===== src/rtl/complex_result_vector_collector_if.sv =====
// Handshake/bus bundle between the result collector and its producer/consumer.
// master = stimulus side (engine + consumer), slave = the collector itself.
interface complex_result_vector_collector_if #(
    parameter int no_of_eqn_per_cluster = 3,
    parameter int element_width         = 64,
    parameter int no_of_units           = 4
);
    logic                                            start;
    logic                                            in_valid;
    logic [element_width*no_of_units-1:0]            in_data;
    logic                                            out_ack;
    logic [element_width*no_of_eqn_per_cluster-1:0]  out_full;
    logic                                            out_valid;
    logic                                            busy;
    logic [7:0]                                      chunk_count;
    logic                                            overflow;

    modport master (
        output start, in_valid, in_data, out_ack,
        input  out_full, out_valid, busy, chunk_count, overflow
    );

    modport slave (
        input  start, in_valid, in_data, out_ack,
        output out_full, out_valid, busy, chunk_count, overflow
    );
endinterface


===== src/rtl/complex_result_vector_collector.sv =====
// Collects per-pass complex row results into one result vector, drops padding rows,
// and presents the vector with a valid/ack handshake.
module complex_result_vector_collector #(
    parameter int no_of_eqn_per_cluster = 3,
    parameter int element_width         = 64,
    parameter int no_of_units           = 4,
    parameter int NI                    = 8
) (
    input  logic clk,
    input  logic reset,
    complex_result_vector_collector_if.slave bus
);
    localparam int EQN    = no_of_eqn_per_cluster;
    localparam int W      = element_width;
    localparam int NU     = no_of_units;
    localparam int TOTAL  = EQN + NI - (EQN % NI);
    localparam int CHUNKS = TOTAL / NU;

    typedef enum logic [1:0] {IDLE, COLLECT, HOLD, DONE} state_t;

    state_t                     state_q, state_d;
    logic [7:0]                 chunk_count_q, chunk_count_d;
    logic                       overflow_q, overflow_d;
    logic [EQN-1:0][W-1:0]      full_q, full_d;
    logic                       accept;
    logic                       last_chunk;
    logic                       clear;
    logic                       unused_in_data;

    // A chunk is taken in IDLE (same edge as start rising) or in COLLECT.
    assign accept     = bus.start && bus.in_valid && (state_q == IDLE || state_q == COLLECT)
                        && (chunk_count_q < 8'(CHUNKS));
    assign last_chunk = accept && (chunk_count_q == 8'(CHUNKS - 1));
    assign clear      = bus.start && (state_q == IDLE);
    // Padding lanes never reach out_full; fold them here so they are consciously unused.
    assign unused_in_data = ^bus.in_data;

    // FSM: state register
    always_ff @(posedge clk) begin
        if (!reset) begin
            state_q <= IDLE;
        end else begin
            state_q <= state_d;
        end
    end

    // FSM: next state
    always_comb begin
        state_d = state_q;
        if (!bus.start) begin
            state_d = IDLE;
        end else begin
            case (state_q)
                IDLE:    state_d = last_chunk ? HOLD : COLLECT;
                COLLECT: if (last_chunk) state_d = HOLD;
                HOLD:    if (bus.out_ack) state_d = DONE;
                DONE:    state_d = DONE;
                default: state_d = IDLE;
            endcase
        end
    end

    // FSM: outputs
    always_comb begin
        bus.out_valid = (state_q == HOLD);
        bus.busy      = (state_q == COLLECT) || (state_q == HOLD);
    end

    // Element e lives in chunk e/NU, lane NU-1-(e%NU); element 0 sits at the MSB end.
    for (genvar gi = 0; gi < EQN; gi++) begin : g_elem
        localparam int K    = gi / NU;
        localparam int LANE = NU - 1 - (gi % NU);
        assign full_d[EQN-1-gi] = (accept && chunk_count_q == 8'(K)) ? bus.in_data[W*LANE +: W]
                                : clear ? '0
                                : full_q[EQN-1-gi];
    end

    always_comb begin
        chunk_count_d = chunk_count_q;
        overflow_d    = overflow_q;
        if (!bus.start) begin
            chunk_count_d = '0;
            overflow_d    = 1'b0;
        end else begin
            if (accept) chunk_count_d = chunk_count_q + 8'd1;
            if (bus.in_valid && (state_q == HOLD || state_q == DONE)) overflow_d = 1'b1;
        end
    end

    always_ff @(posedge clk) begin
        if (!reset) begin
            full_q        <= '0;
            chunk_count_q <= '0;
            overflow_q    <= 1'b0;
        end else begin
            full_q        <= full_d;
            chunk_count_q <= chunk_count_d;
            overflow_q    <= overflow_d;
        end
    end

    assign bus.out_full    = full_q;
    assign bus.chunk_count = chunk_count_q;
    assign bus.overflow    = overflow_q;
endmodule


===== src/flat_wrapper.sv =====
// flat-port wrapper written by rule: the top's interface ports become plain ports
module complex_result_vector_collector_flat 
#(
    parameter int no_of_eqn_per_cluster = 3,
    parameter int element_width         = 64,
    parameter int no_of_units           = 4,
    parameter int NI                    = 8
)
  (clk, reset, bus_start, bus_in_valid, bus_in_data, bus_out_ack, bus_out_full, bus_out_valid, bus_busy, bus_chunk_count, bus_overflow);
  complex_result_vector_collector_if #(.no_of_eqn_per_cluster(no_of_eqn_per_cluster), .element_width(element_width), .no_of_units(no_of_units)) bus_i ();
  input  logic clk;
  input  logic reset;
  input wire logic [$bits(bus_i.start)-1:0] bus_start;
  input wire logic [$bits(bus_i.in_valid)-1:0] bus_in_valid;
  input wire logic [$bits(bus_i.in_data)-1:0] bus_in_data;
  input wire logic [$bits(bus_i.out_ack)-1:0] bus_out_ack;
  output wire logic [$bits(bus_i.out_full)-1:0] bus_out_full;
  output wire logic [$bits(bus_i.out_valid)-1:0] bus_out_valid;
  output wire logic [$bits(bus_i.busy)-1:0] bus_busy;
  output wire logic [$bits(bus_i.chunk_count)-1:0] bus_chunk_count;
  output wire logic [$bits(bus_i.overflow)-1:0] bus_overflow;
  assign bus_i.start = bus_start;
  assign bus_i.in_valid = bus_in_valid;
  assign bus_i.in_data = bus_in_data;
  assign bus_i.out_ack = bus_out_ack;
  assign bus_out_full = bus_i.out_full;
  assign bus_out_valid = bus_i.out_valid;
  assign bus_busy = bus_i.busy;
  assign bus_chunk_count = bus_i.chunk_count;
  assign bus_overflow = bus_i.overflow;
  complex_result_vector_collector #(.no_of_eqn_per_cluster(no_of_eqn_per_cluster), .element_width(element_width), .no_of_units(no_of_units), .NI(NI)) u_core (.clk(clk), .reset(reset), .bus(bus_i));
endmodule

===== config.mk =====
export PLATFORM = sky130hd
export DESIGN_NAME = complex_result_vector_collector_flat
export DESIGN_NICKNAME = d
export VERILOG_FILES = /design/src/rtl/complex_result_vector_collector_if.sv /design/src/rtl/complex_result_vector_collector.sv /design/src/flat_wrapper.sv
export SDC_FILE = /design/constraint.sdc
export NUM_CORES = 1
export LEC_CHECK = 0
export ABC_AREA = 0
export BUFFER_PORTS_ARGS = -buffer_cell sky130_fd_sc_hd__buf_2
export CORE_AREA = 2 2 181 183
export DETAILED_ROUTE_END_ITERATION = 6
export DIE_AREA = 0 0 183 185
export SLEW_MARGIN = 40
export SYNTH_ARGS = -nofsm -noshare
export SYNTH_HDL_FRONTEND = slang
export SYNTH_SLANG_ARGS = --single-unit

===== constraint.sdc =====
create_clock -name clk -period 1.98 [get_ports clk]
set_input_delay 0.297 -clock clk [delete_from_list [all_inputs] [get_ports clk]]
set_output_delay 0.297 -clock clk [all_outputs]
set_load 0.03 [all_outputs]

* Yosys cells after proc, flatten, opt, wreduce, memory -nomap -nowiden
Cells that the tools add are included.
** Operators by class
- Eq/ne operators :: 6
- Muxes and demuxes :: 8
- Reductions and logical operators :: 15
- $add $sub $neg :: 1
- Magnitude comparators :: 1
** Operators by type and width (number)
- 64-bit two-way mux :: 4
- 8-bit by 1-bit adder with 8-bit output (second input constant) :: 1
- 8-bit by 1-bit equality test with 1-bit output (second input constant) :: 1
- 8-bit logical NOT :: 1
- 8-bit by 2-bit less-than comparator with 1-bit output (second input constant) :: 1
- 2-bit case mux with 4 select lines :: 1
- 1-bit logical AND :: 7
- 2-bit two-way mux :: 3
- 2-bit equality test (second input constant) :: 2
- 2-bit AND reduction :: 2
- 1-bit logical OR :: 3
- 2-bit by 1-bit equality test with 1-bit output (second input constant) :: 1
- 2-bit logical NOT :: 1
- 2-bit by 1-bit inequality test with 1-bit output (second input constant) :: 1
- 2-bit inequality test (second input constant) :: 1
- 2-bit nonzero test :: 1
** Word-level totals
- Register bits :: 203
- Output and inout bits :: 203
- Input bits :: 261
- Word-level logic and storage cells :: 37

* Longest topological paths before layout
Gate-level depths: netlist of the first run.
- Word-level depth :: 7
- Gate-level depth with buffers :: 8
- Mapped depth without buffers :: 6

* Worst setup path after synthesis of the first run
OpenSTA, ideal clock, no wires.
- Path type :: reg2reg
- From :: register u_core.chunk_count_q[1], in the netlist u_core.bus.chunk_count[1]
- To :: register u_core.full_q, in the netlist u_core.bus.out_full[100]
- Cell stages (with the launch flop) :: 7
- Data required time :: 1.860 ns
- Path slack :: 0.314 ns
- Clock period less this slack :: 1.666 ns
- Buffers on the path :: 2
- Data arrival time :: 1.546 ns
- Library setup time :: 0.120 ns
- Path through :: dfxtp_1 nor4_4 and4bb_4 nand2_2 buf_6 buf_6 mux2i_1
** Between the ends
- Longest elaborated chain between the ends :: 4
- Elaborated cells between the ends (all ways) :: 6
- Classes of those cells :: order compare: 1; mux: 1; reduce/logical: 4
** Ends and longest elaborated chain
- from (decl) :: RTL line complex_result_vector_collector.sv:22 : logic [7:0] chunk_count_q, chunk_count_d;
- from (signal assigned) :: RTL line complex_result_vector_collector.sv:97 : chunk_count_q <= chunk_count_d;
- 8-bit by 2-bit less-than comparator with 1-bit output :: RTL line complex_result_vector_collector.sv:32 : && (chunk_count_q < 8'(CHUNKS));
- 1-bit logical AND :: RTL line complex_result_vector_collector.sv:32
- 1-bit logical AND * :: RTL line complex_result_vector_collector.sv:73 : assign full_d[EQN-1-gi] = (accept && chunk_count_q == 8'(K)) ? bus.in_data[W*LANE +: W]
- 64-bit two-way mux or 2-bit nonzero test (tied branches)
- to (signal assigned) :: RTL line complex_result_vector_collector.sv:96 : full_q <= full_d;
- to (decl) :: RTL line complex_result_vector_collector.sv:24 : logic [EQN-1:0][W-1:0] full_q, full_d;
Mark *: on every way between the ends. The rest lies on a longest branch, timed or not.
A chain may end at the register's enable or synchronous reset.

* Worst setup path in the final report of the first run
- From :: register u_core.state_q[1]
- To :: register u_core.full_q, in the netlist u_core.bus.out_full[154]
** Between the ends
- Longest elaborated chain between the ends :: 6
- Elaborated cells between the ends (all ways) :: 9
- Classes of those cells :: eq/ne: 1; mux: 1; reduce/logical: 7
** Ends and longest elaborated chain
- from (decl) :: RTL line complex_result_vector_collector.sv:21 : state_t state_q, state_d;
- from (signal assigned) :: RTL line complex_result_vector_collector.sv:43 : state_q <= state_d;
- 2-bit by 1-bit equality test with 1-bit output or 2-bit logical NOT (tied branches) :: RTL line complex_result_vector_collector.sv:31, complex_result_vector_collector.sv:34
- 1-bit logical OR :: RTL line complex_result_vector_collector.sv:31 : assign accept = bus.start && bus.in_valid && (state_q == IDLE || state_q == COLLECT)
- 1-bit logical AND :: RTL line complex_result_vector_collector.sv:31
- 1-bit logical AND :: RTL line complex_result_vector_collector.sv:32
- 1-bit logical AND :: RTL line complex_result_vector_collector.sv:73
- 64-bit two-way mux or 2-bit nonzero test (tied branches)
Parallel ways exist; a longest one is shown, timed or not.

==> results of run 1 <==
-- area by class of cell --
cell class	instances	area, um2
Clock inverter	9	198.9
Clock buffer	34	699.4
Timing Repair Buffer	552	3605
Sequential cell	203	4064
Inverter	7	26.28
Multi-Input combinational cell	615	3707
Antenna cell	1	2.502
Fill cell	3189	19230
Tap cell	408	510.5
-- state kept, by name (all words and copies together), names as in the netlist --
signal	flops
u_core.bus.chunk_count	8
u_core.bus.out_full	192
u_core.bus.overflow	1
u_core.state_q	2
-- worst max path at each step --
stage	to	slack, ps	from	cells after the start
after floorplan	u_core.bus.out_full[100]$_SDFFE_PN0P_	310	u_core.bus.chunk_count[1]$_SDFFE_PN0P_	6
after global placement	u_core.bus.out_full[172]$_SDFFE_PN0P_	110	u_core.state_q[1]$_SDFFE_PN0P_	7
after detailed placement	u_core.bus.out_full[151]$_SDFFE_PN0P_	60	u_core.state_q[1]$_SDFFE_PN0P_	7
after CTS	u_core.bus.out_full[154]$_SDFFE_PN0P_	10	u_core.state_q[1]$_SDFFE_PN0P_	7
after global routing	u_core.bus.out_full[149]$_SDFFE_PN0P_	6	u_core.state_q[1]$_SDFFE_PN0P_	7
final	u_core.bus.out_full[154]$_SDFFE_PN0P_	140	u_core.state_q[1]$_SDFFE_PN0P_	7
-- layer usage --
| layer | global-route usage (%) | vias up | part of all wire [%] |
|---|---|---|---|
| li1 | - | 3900 | - |
| met1 | 15.82 | 3653 | 40 |
| met2 | 26.00 | 257 | 50 |
| met3 | 3.677 | 51 | 6.9 |
| met4 | 5.088 | 0 | 2.8 |
| met5 | 0 | - | 0 |
-- cell families after synthesis --
logic type | Yosys count | share of synthesized area [%]
simple gates | 402 | 19.22
flops | 203 | 49.89
mux | 192 | 23.59
buf+inv | 71 | 5.177
compound gates | 11 | 0.9371
fa+ha+maj | 7 | 1.075
xor+xnor | 1 | 0.1075
-- cell usage in the layout, fill, tap and decap left out, drive strengths merged, types with 2 or more instances in the layout --
cell	n
dlygate4sd3	117
nor2	6
nand2	389
and4bb	2
clkinv	3
clkbuf	34
bufinv	6
and3	4
dfxtp	203
ha	7
buf	435
a21oi	4
inv	7
mux2i	192
-- power groups by stage --
stage,clock network [uW],logic [uW],registers [uW]
finish,5010,1910,4380
global route,5330,2050,4410
CTS,5150,1890,4380
detailed placement,0,1700,4470
global placement,0,1690,4460
floorplan,0,705,4850
-- per-stage QoR --
stage | area [um2] | hold WS (ps)
6_report | 12810 | 27.37
3_5_place_dp | 10660 | 449.0
5_1_grt | 12810 | 3.182
4_1_cts | 12730 | 0.1902
2_1_floorplan | 8145 | 435.8
3_3_place_gp | 10660 | 437.9
-- timing repair --
action	CTS	global route
hold buffers	117	0
endpoints found under the hold margin	117	0
endpoints found under the setup margin	0	143
buffers inserted	0	5
resized for setup	0	4
-- worst max-delay path, stage by stage (launching register included) --
cell and delay (ps):
sky130_fd_sc_hd__dfxtp_1 370, sky130_fd_sc_hd__inv_1 80, sky130_fd_sc_hd__ha_1 200, sky130_fd_sc_hd__nor2_1 140, sky130_fd_sc_hd__and4bb_4 320, sky130_fd_sc_hd__nand2_4 190, sky130_fd_sc_hd__buf_6 230, sky130_fd_sc_hd__mux2i_1 220
==> results.txt, run 1 <==
----------------------------------------------------
[Run status]
  Outcome ... finished clean

[Global route]
  First-pass GRT wire length ... 39,460 um
  Vias in the first global route ... 7,814
  Combined global-route utilization of all metal layers ... 14.19%
  Largest net degree at the start of global routing ... 103
  Initial antenna violation count ... 0
  Total grt overflow ... 0

[Drt]
  DRC violation total after the first TritonRoute iteration ... 227
  Number of DRC violations after detailed routing ... 0
  Antenna viol nets, final ... 0
  Sum of routed wire length over all layers ... 26,030 um
  Number of optimization iterations in the first detailed-route pass ... 4
  Via count of the routed design ... 7,861
  Routed WL per cell ... 14.23 um
  Drt via density ... 4.298

[CTS]
  Longest Clk Path Bufs ... 3
  TritonCTS buffer count ... 24
  Max H-tree Level ... 1
  Root buffer cell ... sky130_fd_sc_hd__clkbuf_16
  Clock slew seen by the registers of the worst setup and hold paths ... 60 ps
  Skew-Pair Late Insertion Delay ... 520 ps
  TritonCTS Sinks ... 203
  TritonCTS clock tree ... built

[Synth]
  Most used standard cell by instance count after synthesis ... sky130_fd_sc_hd__nand2_1
  #FFs+latches synth ... 203
  Mean instance size in the synthesized netlist ... 9.183 um2
  Fraction of registers with async set or reset after synthesis ... 0%
  Most frequently used flop master after synthesis ... sky130_fd_sc_hd__dfxtp_1
  Cells after synthesis ... 887
  Area fraction of the dominant cell type after synthesis ... 49.89%
  Post-synth EDFFs ... 0
  Proportion of synthesized chip area in sequential cells ... 49.89%
  Mapped Area ... 8145 um2
  Largest cells by area after synthesis ... sky130_fd_sc_hd__dfxtp_1 50%, sky130_fd_sc_hd__mux2i_1 24%, sky130_fd_sc_hd__nand2_1 18%
  Cell type contributing the most total cell area after synthesis ... sky130_fd_sc_hd__dfxtp_1
  Most instantiated cells after synthesis ... 386 x sky130_fd_sc_hd__nand2_1, 203 x sky130_fd_sc_hd__dfxtp_1, 192 x sky130_fd_sc_hd__mux2i_1
  Synth cell types ... 25
  Synth Warn # ... 0
  Post-Syn Nets ... 1,155

[Floorplanning]
  Initial core utilization ... 25.42%
  Num rows ... 66
  Die Width ... 183 um
  Count of pins on the block boundary ... 464
  Floorplan die height ... 185 um
  Area of the placeable core ... 32,040 um2
  Floorplan die area ... 33,860 um2

[Worst setup path]
  Type of element launching the critical path ... register
  Required @ worst endpoint ... 2420 ps
  CP Capture Type ... register
  Crit path DAT ... 2280 ps
  Critical Path Fanout Max ... 13
  Depth of the worst register-to-register path ... 7
  Setup Crit Path Kind ... reg2reg
  Worst reg-to-reg setup slack ... 140 ps
  Reg-to-Reg Start ... u_core.state_q[1]$_SDFFE_PN0P_
  Reg-to-reg critical path endpoint ... u_core.bus.out_full[154]$_SDFFE_PN0P_

[Pwr]
  Comb pwr share ... 16.9%
  Part of the total power dissipated in the clock network ... 44.3%
  Sw frac ... 26.39%
  Peak supply drop ... 0.5385 mV
  Flop pwr share ... 38.8%
  PnR Total Power ... 11,310 uW
  Static Leakage ... 0.007003 uW
  Internal power ... 8324 uW
  P per Cell Area ... 882.5 nW/um2
  Switching power summed over all nets ... 2984 uW

[Place]
  Post-placement worst setup slack ... 55.48 ps
  Final Wtd Congestion ... 0.7532
  Cell Count Post-Placement ... 1,661
  HPWL Detailed ... 17,390 um
  Count of buffers from port buffering ... 399

[STA]
  Final Hold Viols ... 0
  Worst slew margin relative to its limit ... 49.25%
  Achievable frequency ... 543.4 MHz
  Min setup slack post-route ... 139.7 ps
  Number of pins with negative max-slew slack in the final report ... 0
  Final setup fails ... 0
  Unrepaired setup endpoints after global routing ... no
  Final critical-path share of the clock period ... 92.94%
  Setup TNS after final layout ... 0 ps
  Clock period minus worst slack ... 1840 ps
  Worst Clk Skew ... 11.87 ps
  Worst slew pin tran ... 761.3 ps

[Min path]
  Worst hold path startpoint ... bus_in_data[94]
  Classification of the worst-slack hold path ... in2reg
  Hold path depth ... 3
  Hold Path End ... u_core.bus.out_full[30]$_SDFFE_PN0P_

[Layout]
  Layout cells sized above 1 ... 33.80%
  Layout Utilization ... 39.99%
  Total Nets Final ... 1,671
  Fin cells ... 1,829
  Area added between synthesis and finish ... 57.31%

[Job]
  # Max-Cap Violations ... 0

----------------------------------------------------
Power figures use the tool's default switching activity.
==> run 2: changes to the inputs <==
ABC_AREA = 1   (was 0)
CORE_AREA = 2 2 180 182   (was 2 2 181 183)
DIE_AREA = 0 0 182 184   (was 0 0 183 185)
==> results.txt, run 2 <==
----------------------------------------------------
[Synth]
  Synth Warn # ... 0 (unchanged)
  Largest cells by area after synthesis ... sky130_fd_sc_hd__dfxtp_1 50%, sky130_fd_sc_hd__a21oi_2 13%, sky130_fd_sc_hd__nand2_1 13%
  Mapped Area ... 8080 um2 (-0.80%)
  Most frequently used flop master after synthesis ... sky130_fd_sc_hd__dfxtp_1
  Synth cell types ... 24 (-4.0%)
  Post-Syn Nets ... 1,176 (+1.8%)
  Most instantiated cells after synthesis ... 277 x sky130_fd_sc_hd__nand2_1, 203 x sky130_fd_sc_hd__dfxtp_1, 120 x sky130_fd_sc_hd__a21oi_2, 120 x sky130_fd_sc_hd__nand2_2, 78 x sky130_fd_sc_hd__a21oi_1
  Mean instance size in the synthesized netlist ... 8.899 um2 (-3.1%)
  Most used standard cell by instance count after synthesis ... sky130_fd_sc_hd__nand2_1
  Cell type contributing the most total cell area after synthesis ... sky130_fd_sc_hd__dfxtp_1
  Area fraction of the dominant cell type after synthesis ... 50.29% (+0.40 points)
  Proportion of synthesized chip area in sequential cells ... 50.29% (+0.40 points)
  Fraction of registers with async set or reset after synthesis ... 0% (unchanged)
  #FFs+latches synth ... 203 (unchanged)
  Post-synth EDFFs ... 0 (unchanged)
  Cells after synthesis ... 908 (+2.4%)

[Place]
  Cell Count Post-Placement ... 1,679 (+1.1%)
  Final Wtd Congestion ... 0.8415 (+12%)
  HPWL Detailed ... 17,380 um (about the same)
  Count of buffers from port buffering ... 399 (unchanged)

[Floorplanning]
  Area of the placeable core ... 31,390 um2 (-2.0%)
  Num rows ... 65 (-1.5%)
  Count of pins on the block boundary ... 464 (unchanged)
  Floorplan die area ... 33,490 um2 (-1.1%)
  Initial core utilization ... 25.74% (+0.32 points)
  Die Width ... 182 um (-0.55%)
  Floorplan die height ... 184 um (-0.54%)

[Worst setup path]
  Largest delay share family, worst path ... simple AND/OR/NAND/NOR gates
  Type of element launching the critical path ... register
  Biggest cell delay along the critical path ... 350 ps (-20 ps)
  Cell occurring most often along the worst timing path ... sky130_fd_sc_hd__nand2_1
  Worst-path cell chain ... inv_1 -> ha_2 -> nor2_2 -> nor2_4 -> nand3_4 -> nand2_1 -> inv_4 -> buf_12 -> clkbuf_16 -> nand2_1 -> a21oi_2
  Required @ worst endpoint ... 2430 ps (about the same)
  Crit path DAT ... 2260 ps (-20 ps)
  Beginning of the critical path ... u_core.state_q[0]$_SDFFE_PN0P_
  Critical Path Fanout Max ... 16 (+3)
  Reg-to-Reg Start ... u_core.state_q[0]$_SDFFE_PN0P_
  CP Capture Type ... register
  Setup Crit Path Kind ... reg2reg
  Combined buffer and inverter count along the critical path ... 4 (+2)
  Slowest stage cell on the critical path ... sky130_fd_sc_hd__dfxtp_2

[STA]
  Number of pins with negative max-slew slack in the final report ... 0 (unchanged)
  Setup TNS after final layout ... 0 ps (unchanged)
  Worst slew margin relative to its limit ... 73.39% (+24 points)
  Worst slew pin tran ... 398.2 ps (-363.1 ps)
  Clock period minus worst slack ... 1817 ps (-23.52 ps)
  Unrepaired setup endpoints after global routing ... no
  Worst Clk Skew ... 7.062 ps (-4.811 ps)
  Final setup fails ... 0 (unchanged)
  Final Hold Viols ... 0 (unchanged)
  Achievable frequency ... 550.4 MHz (+1.3%)
  Final critical-path share of the clock period ... 91.76% (-1.2 points)

[Layout]
  Max reg flops ... 192 (unchanged)
  Fin cells ... 1,722 (-5.9%)
  Top library cells by usage in the layout, fill and taps aside ... 399 x sky130_fd_sc_hd__buf_2, 277 x sky130_fd_sc_hd__nand2_1, 202 x sky130_fd_sc_hd__dfxtp_1
  Area added between synthesis and finish ... 40.06%
  Commonest non-fill, non-tap cell in the layout ... sky130_fd_sc_hd__buf_2
  Total Nets Final ... 1,572 (-5.9%)
  Number of filler instances in the final layout ... 3,300 (+3.5%)
  Layout cells sized above 1 ... 54.28% (+20 points)

[Global route]
  Combined global-route utilization of all metal layers ... 13.37% (-0.82 points)
  Initial antenna violation count ... 1 (+1)
  Met1 usage ... 15.87% (+0.049 points)
  Most Crowded Layer GR ... met2
  Total grt overflow ... 0 (unchanged)
  Vias in the first global route ... 7,104 (-9.1%)
  Largest net degree at the start of global routing ... 45 (-56%)
  First-pass GRT wire length ... 36,670 um (-7.1%)
  Met3 track demand over resource in global routing ... 3.150% (-0.53 points)
  Met2 routing resource usage after global routing ... 23.31% (-2.7 points)

[CTS]
  Max H-tree Level ... 1 (unchanged)
  # Post-CTS Setup Buffers ... 0 (unchanged)
  TritonCTS Sinks ... 203 (unchanged)
  Clock slew seen by the registers of the worst setup and hold paths ... 60 ps (about the same)
  CTS Hold Buffers Added ... 0 (-100%)
  Skew-Pair Late Insertion Delay ... 510 ps (about the same)
  TritonCTS buffer count ... 23 (-4.2%)
  TritonCTS clock tree ... built
  Longest Clk Path Bufs ... 3 (unchanged)
  Root buffer cell ... sky130_fd_sc_hd__clkbuf_16

[Drt]
  Number of DRC violations after detailed routing ... 0 (unchanged)
  Drt via density ... 4.228 (-1.6%)
  Sum of routed wire length over all layers ... 23,960 um (-7.9%)
  Number of optimization iterations in the first detailed-route pass ... 4 (unchanged)
  DRC violation total after the first TritonRoute iteration ... 175 (-23%)
  Antenna viol nets, final ... 0 (unchanged)
  Via count of the routed design ... 7,281 (-7.4%)
  Routed WL per cell ... 13.92 um (-2.2%)

[Min path]
  Worst hold path startpoint ... bus_in_data[211]
  Classification of the worst-slack hold path ... in2reg

[Pwr]
  Sw frac ... 28.33% (+1.9 points)
  Flop pwr share ... 43.4% (+4.6 points)
  Part of the total power dissipated in the clock network ... 39.7% (-4.6 points)
  Switching power summed over all nets ... 2830 uW (-5.2%)
  Peak supply drop ... 0.5606 mV (+4.1%)
  Static Leakage ... 0.004913 uW (-30%)
  P per Cell Area ... 882.8 nW/um2 (about the same)
  PnR Total Power ... 9991 uW (-12%)
  Comb pwr share ... 16.9% (about the same)
  Internal power ... 7161 uW (-14%)

[Run status]
  Outcome ... finished clean

[Job]
  # Max-Cap Violations ... 0 (unchanged)

----------------------------------------------------
## run 2: changes by cell type after synthesis, moves of 11 or more
cell and delta:
sky130_fd_sc_hd__a21oi_1 +74, sky130_fd_sc_hd__a21oi_2 +120, sky130_fd_sc_hd__buf_12 +11, sky130_fd_sc_hd__buf_2 +17
sky130_fd_sc_hd__buf_6 -12, sky130_fd_sc_hd__clkbuf_1 -17, sky130_fd_sc_hd__mux2i_1 -192, sky130_fd_sc_hd__nand2_1 -109
sky130_fd_sc_hd__nand2_2 +119
## run 2: timing repair
item / in CTS / in global routing
endpoints found under the setup margin: 37 / 180
pin swaps: 0 / 1
gates cloned: 0 / 2
resized for setup: 4 / 6
## run 2: cell type report
cell class,instances,area [um2],share of cell area [%]
Antenna cell,1,2.502,0.02211
Timing Repair Buffer,435,2521,22.28
Clock buffer,37,668.1,5.904
Inverter,17,86.33,0.7629
Tap cell,402,503.0,4.444
Multi-Input combinational cell,624,3456,30.54
Sequential cell,203,4065,35.92
Clock inverter,3,15.01,0.1327
## run 2: worst reg2reg max path: stages, from the launching register on
cell                        delay, ps
sky130_fd_sc_hd__dfxtp_2          350
sky130_fd_sc_hd__inv_1             70
sky130_fd_sc_hd__ha_2             200
sky130_fd_sc_hd__nor2_2           170
sky130_fd_sc_hd__nor2_4            80
sky130_fd_sc_hd__nand3_4          130
sky130_fd_sc_hd__nand2_1          100
sky130_fd_sc_hd__inv_4             90
sky130_fd_sc_hd__buf_12           160
sky130_fd_sc_hd__clkbuf_16        210
sky130_fd_sc_hd__nand2_1           70
sky130_fd_sc_hd__a21oi_2          110
## run 2: metal layers
| metal | wire length (um) | vias up |
|---|---|---|
| met5 | 0 | - |
| li1 | - | 3691 |
| met3 | 1536 | 50 |
| met2 | 11510 | 224 |
| met1 | 10050 | 3316 |
| met4 | 867 | 0 |
## run 2: final timing paths
check	to	slack, ps	cells past startpoint
max	u_core.bus.out_full[9]$_SDFFE_PN0P_	160	11
min	u_core.bus.out_full[147]$_SDFFE_PN0P_	30	3
max reg2reg	u_core.bus.out_full[9]$_SDFFE_PN0P_	160	11
min reg2reg	u_core.bus.chunk_count[7]$_SDFFE_PN0P_	440	2
## run 2: cells by family (layout without fill, tap and decap cells)
logic type,Yosys count,count (layout),synth area share (%)
compound gates,200,200,17.99
fa+ha+maj,7,7,1.084
buf+inv,81,492,7.200
flops,203,203,50.29
other cells,0,1,0
simple gates,417,417,23.43
## run 2: power groups by stage
stage	registers, uW	logic, uW	clock network (uW)
2_1_floorplan	4760	730	0
3_3_place_gp	4420	1660	0
3_5_place_dp	4420	1670	0
4_1_cts	4340	1680	4090
5_1_grt	4360	1830	4240
6_report	4340	1690	3960
## run 2: stage by stage
step	utilization (%)	hold WS (ps)	setup WS, ps	cell area, um2
after floorplan	-	440.1	356.6	8080
after global placement	33.56	432.4	38.28	10540
after detailed placement	33.56	438.2	-11.10	10540
after CTS	35.82	2.129	29.07	11250
after global routing	36.05	16.01	13.12	11320
final	36.05	34.35	163.2	11320
==> run 3: changes to the inputs <==
PLACE_DENSITY = 0.58   (was not set)
==> results.txt, run 3 (synthesis results as in run 2) <==
----------------------------------------------------
[STA]
  Final Hold Viols ... 0 (unchanged)
  Final setup fails ... 0 (unchanged)
  Worst slew pin tran ... 377.7 ps (-20.45 ps)
  Achievable frequency ... 554.9 MHz (+0.81%)
  Number of pins with negative max-slew slack in the final report ... 0 (unchanged)
  Final critical-path share of the clock period ... 91.02% (-0.74 points)
  Unrepaired setup endpoints after global routing ... yes
  Worst Clk Skew ... 18.46 ps (+11.40 ps)
  Worst slew margin relative to its limit ... 74.76% (+1.4 points)
  Clock period minus worst slack ... 1802 ps (-14.66 ps)

[Drt]
  Sum of routed wire length over all layers ... 24,340 um (+1.6%)
  Routed WL per cell ... 14.18 um (+1.9%)
  Number of DRC violations after detailed routing ... 0 (unchanged)
  Drt via density ... 4.206 (-0.53%)
  DRC violation total after the first TritonRoute iteration ... 217 (+24%)
  Via count of the routed design ... 7,217 (-0.88%)
  Number of optimization iterations in the first detailed-route pass ... 4 (unchanged)
  Antenna viol nets, final ... 0 (unchanged)

[Pwr]
  Peak supply drop ... 0.5301 mV (-5.4%)
  P per Cell Area ... 894.3 nW/um2 (+1.3%)
  Static Leakage ... 0.004894 uW (-0.39%)
  PnR Total Power ... 10,050 uW (+0.60%)

[CTS]
  Root buffer cell ... sky130_fd_sc_hd__clkbuf_16
  Max H-tree Level ... 1 (unchanged)
  TritonCTS Sinks ... 203 (unchanged)
  TritonCTS clock tree ... built
  Clock slew seen by the registers of the worst setup and hold paths ... 60 ps (about the same)
  TritonCTS buffer count ... 23 (unchanged)
  Skew-Pair Late Insertion Delay ... 510 ps (about the same)
  Longest Clk Path Bufs ... 3 (unchanged)
  CTS Hold Buffers Added ... 0 (unchanged)

[Min path]
  Classification of the worst-slack hold path ... in2reg

[Floorplanning]
  Num rows ... 65 (unchanged)
  Count of pins on the block boundary ... 464 (unchanged)
  Floorplan die area ... 33,490 um2 (unchanged)
  Area of the placeable core ... 31,390 um2 (unchanged)
  Floorplan die height ... 184 um (unchanged)
  Die Width ... 182 um (unchanged)
  Initial core utilization ... 25.74% (unchanged)

[Global route]
  Vias in the first global route ... 6,935 (-2.4%)
  Largest net degree at the start of global routing ... 41 (-8.9%)
  Initial antenna violation count ... 0 (-1)
  First-pass GRT wire length ... 36,830 um (+0.41%)
  Total grt overflow ... 0 (unchanged)
  Combined global-route utilization of all metal layers ... 13.44% (+0.077 points)

[Layout]
  Antenna diodes ... 0 (-1)
  Area added between synthesis and finish ... 39.08%
  Max reg flops ... 192 (unchanged)
  Top library cells by usage in the layout, fill and taps aside ... 399 x sky130_fd_sc_hd__buf_2, 276 x sky130_fd_sc_hd__nand2_1, 203 x sky130_fd_sc_hd__dfxtp_1
  Number of filler instances in the final layout ... 3,312 (+0.36%)
  Commonest non-fill, non-tap cell in the layout ... sky130_fd_sc_hd__buf_2
  Final non-filler cell area ... 11,240 um2 (-0.70%)
  Total Nets Final ... 1,571 (-0.064%)
  Area of combinational cells with multiple inputs ... 3440 um2 (-0.47%)
  Layout cells sized above 1 ... 54.41% (+0.13 points)
  Flip-flop and latch area ... 4064 um2 (about the same)

[Place]
  Area post-placement ... 10,460 um2 (-0.71%)
  HPWL Detailed ... 17,910 um (+3.1%)
  Count of buffers from port buffering ... 399 (unchanged)
  Final Wtd Congestion ... 0.8082 (-4.0%)

[Worst setup path]
  CP Capture Type ... register
  Setup Crit Path Kind ... reg2reg
  Type of element launching the critical path ... register
  Critical Path Fanout Max ... 31 (+15)
  Crit path DAT ... 2220 ps (-40 ps)
  Required @ worst endpoint ... 2400 ps (-30 ps)

[Run status]
  Outcome ... finished clean

[Job]
  # Max-Cap Violations ... 0 (unchanged)

----------------------------------------------------
## run 3: repair_timing
action / CTS / global route
endpoints found under the setup margin: 0 / 105
resized for setup: 0 / 9
buffers inserted: 0 / 1
## run 3: critical path: stages, from the launching register on
cell and delay [ps]:
sky130_fd_sc_hd__dfxtp_1 340, sky130_fd_sc_hd__inv_1 80, sky130_fd_sc_hd__ha_1 200, sky130_fd_sc_hd__nor2_2 60, sky130_fd_sc_hd__nor2_2 130, sky130_fd_sc_hd__nand3_2 100
sky130_fd_sc_hd__buf_4 180, sky130_fd_sc_hd__inv_16 150, sky130_fd_sc_hd__buf_12 210, sky130_fd_sc_hd__nand2_1 70, sky130_fd_sc_hd__a21oi_1 150
## run 3: where the power goes
group	internal (uW)	switching, uW	leakage (uW)
registers	4260	83.1	0.00165
logic	577	1070	0.00289
clock network	2420	1640	0.000350
total	7250	2800	0.00489
## run 3: final timing paths
kind	from	depth (start not counted)	slack (ps)	to
max	u_core.state_q[0]$_SDFFE_PN0P_	10	180	u_core.bus.out_full[113]$_SDFFE_PN0P_
min	bus_in_data[232]	3	40	u_core.bus.out_full[168]$_SDFFE_PN0P_
max reg2reg	u_core.state_q[0]$_SDFFE_PN0P_	10	180	u_core.bus.out_full[113]$_SDFFE_PN0P_
min reg2reg	u_core.bus.chunk_count[6]$_SDFFE_PN0P_	2	440	u_core.bus.chunk_count[6]$_SDFFE_PN0P_
## run 3: routing by layer
layer,track usage [%],up-vias,part of all wire [%]
li1,-,3675,-
met1,15.91,3262,41
met2,23.31,235,49
met3,3.744,45,7.2
met4,4.774,0,3.2
met5,0,-,0
## run 3: through the flow
step / setup WS, ps / instances / util [%] / hold WS [ps] / setup TNS, ps
after CTS: 90.51 / 1713 / 35.56 / 4.090 / 0
after global placement: 150.8 / 1677 / 33.32 / 432.4 / 0
after detailed placement: 121.4 / 1677 / 33.32 / 434.4 / 0
final: 177.9 / 1716 / 35.80 / 36.05 / 0
after global routing: -2.325 / 1716 / 35.80 / 19.67 / -2.325
after floorplan: 356.6 / 908 / - / 440.1 / 0
## run 3: final cells by class
class                      count  area share [%]
multi-input combinational    624           30.61
clock buffer                  32           5.867
sequential                   203           36.16
inverter                      17          0.8239
timing repair buffer         433           21.62
timing repair inverter         1         0.04453
clock inverter                 4          0.4008
tap                          402           4.476
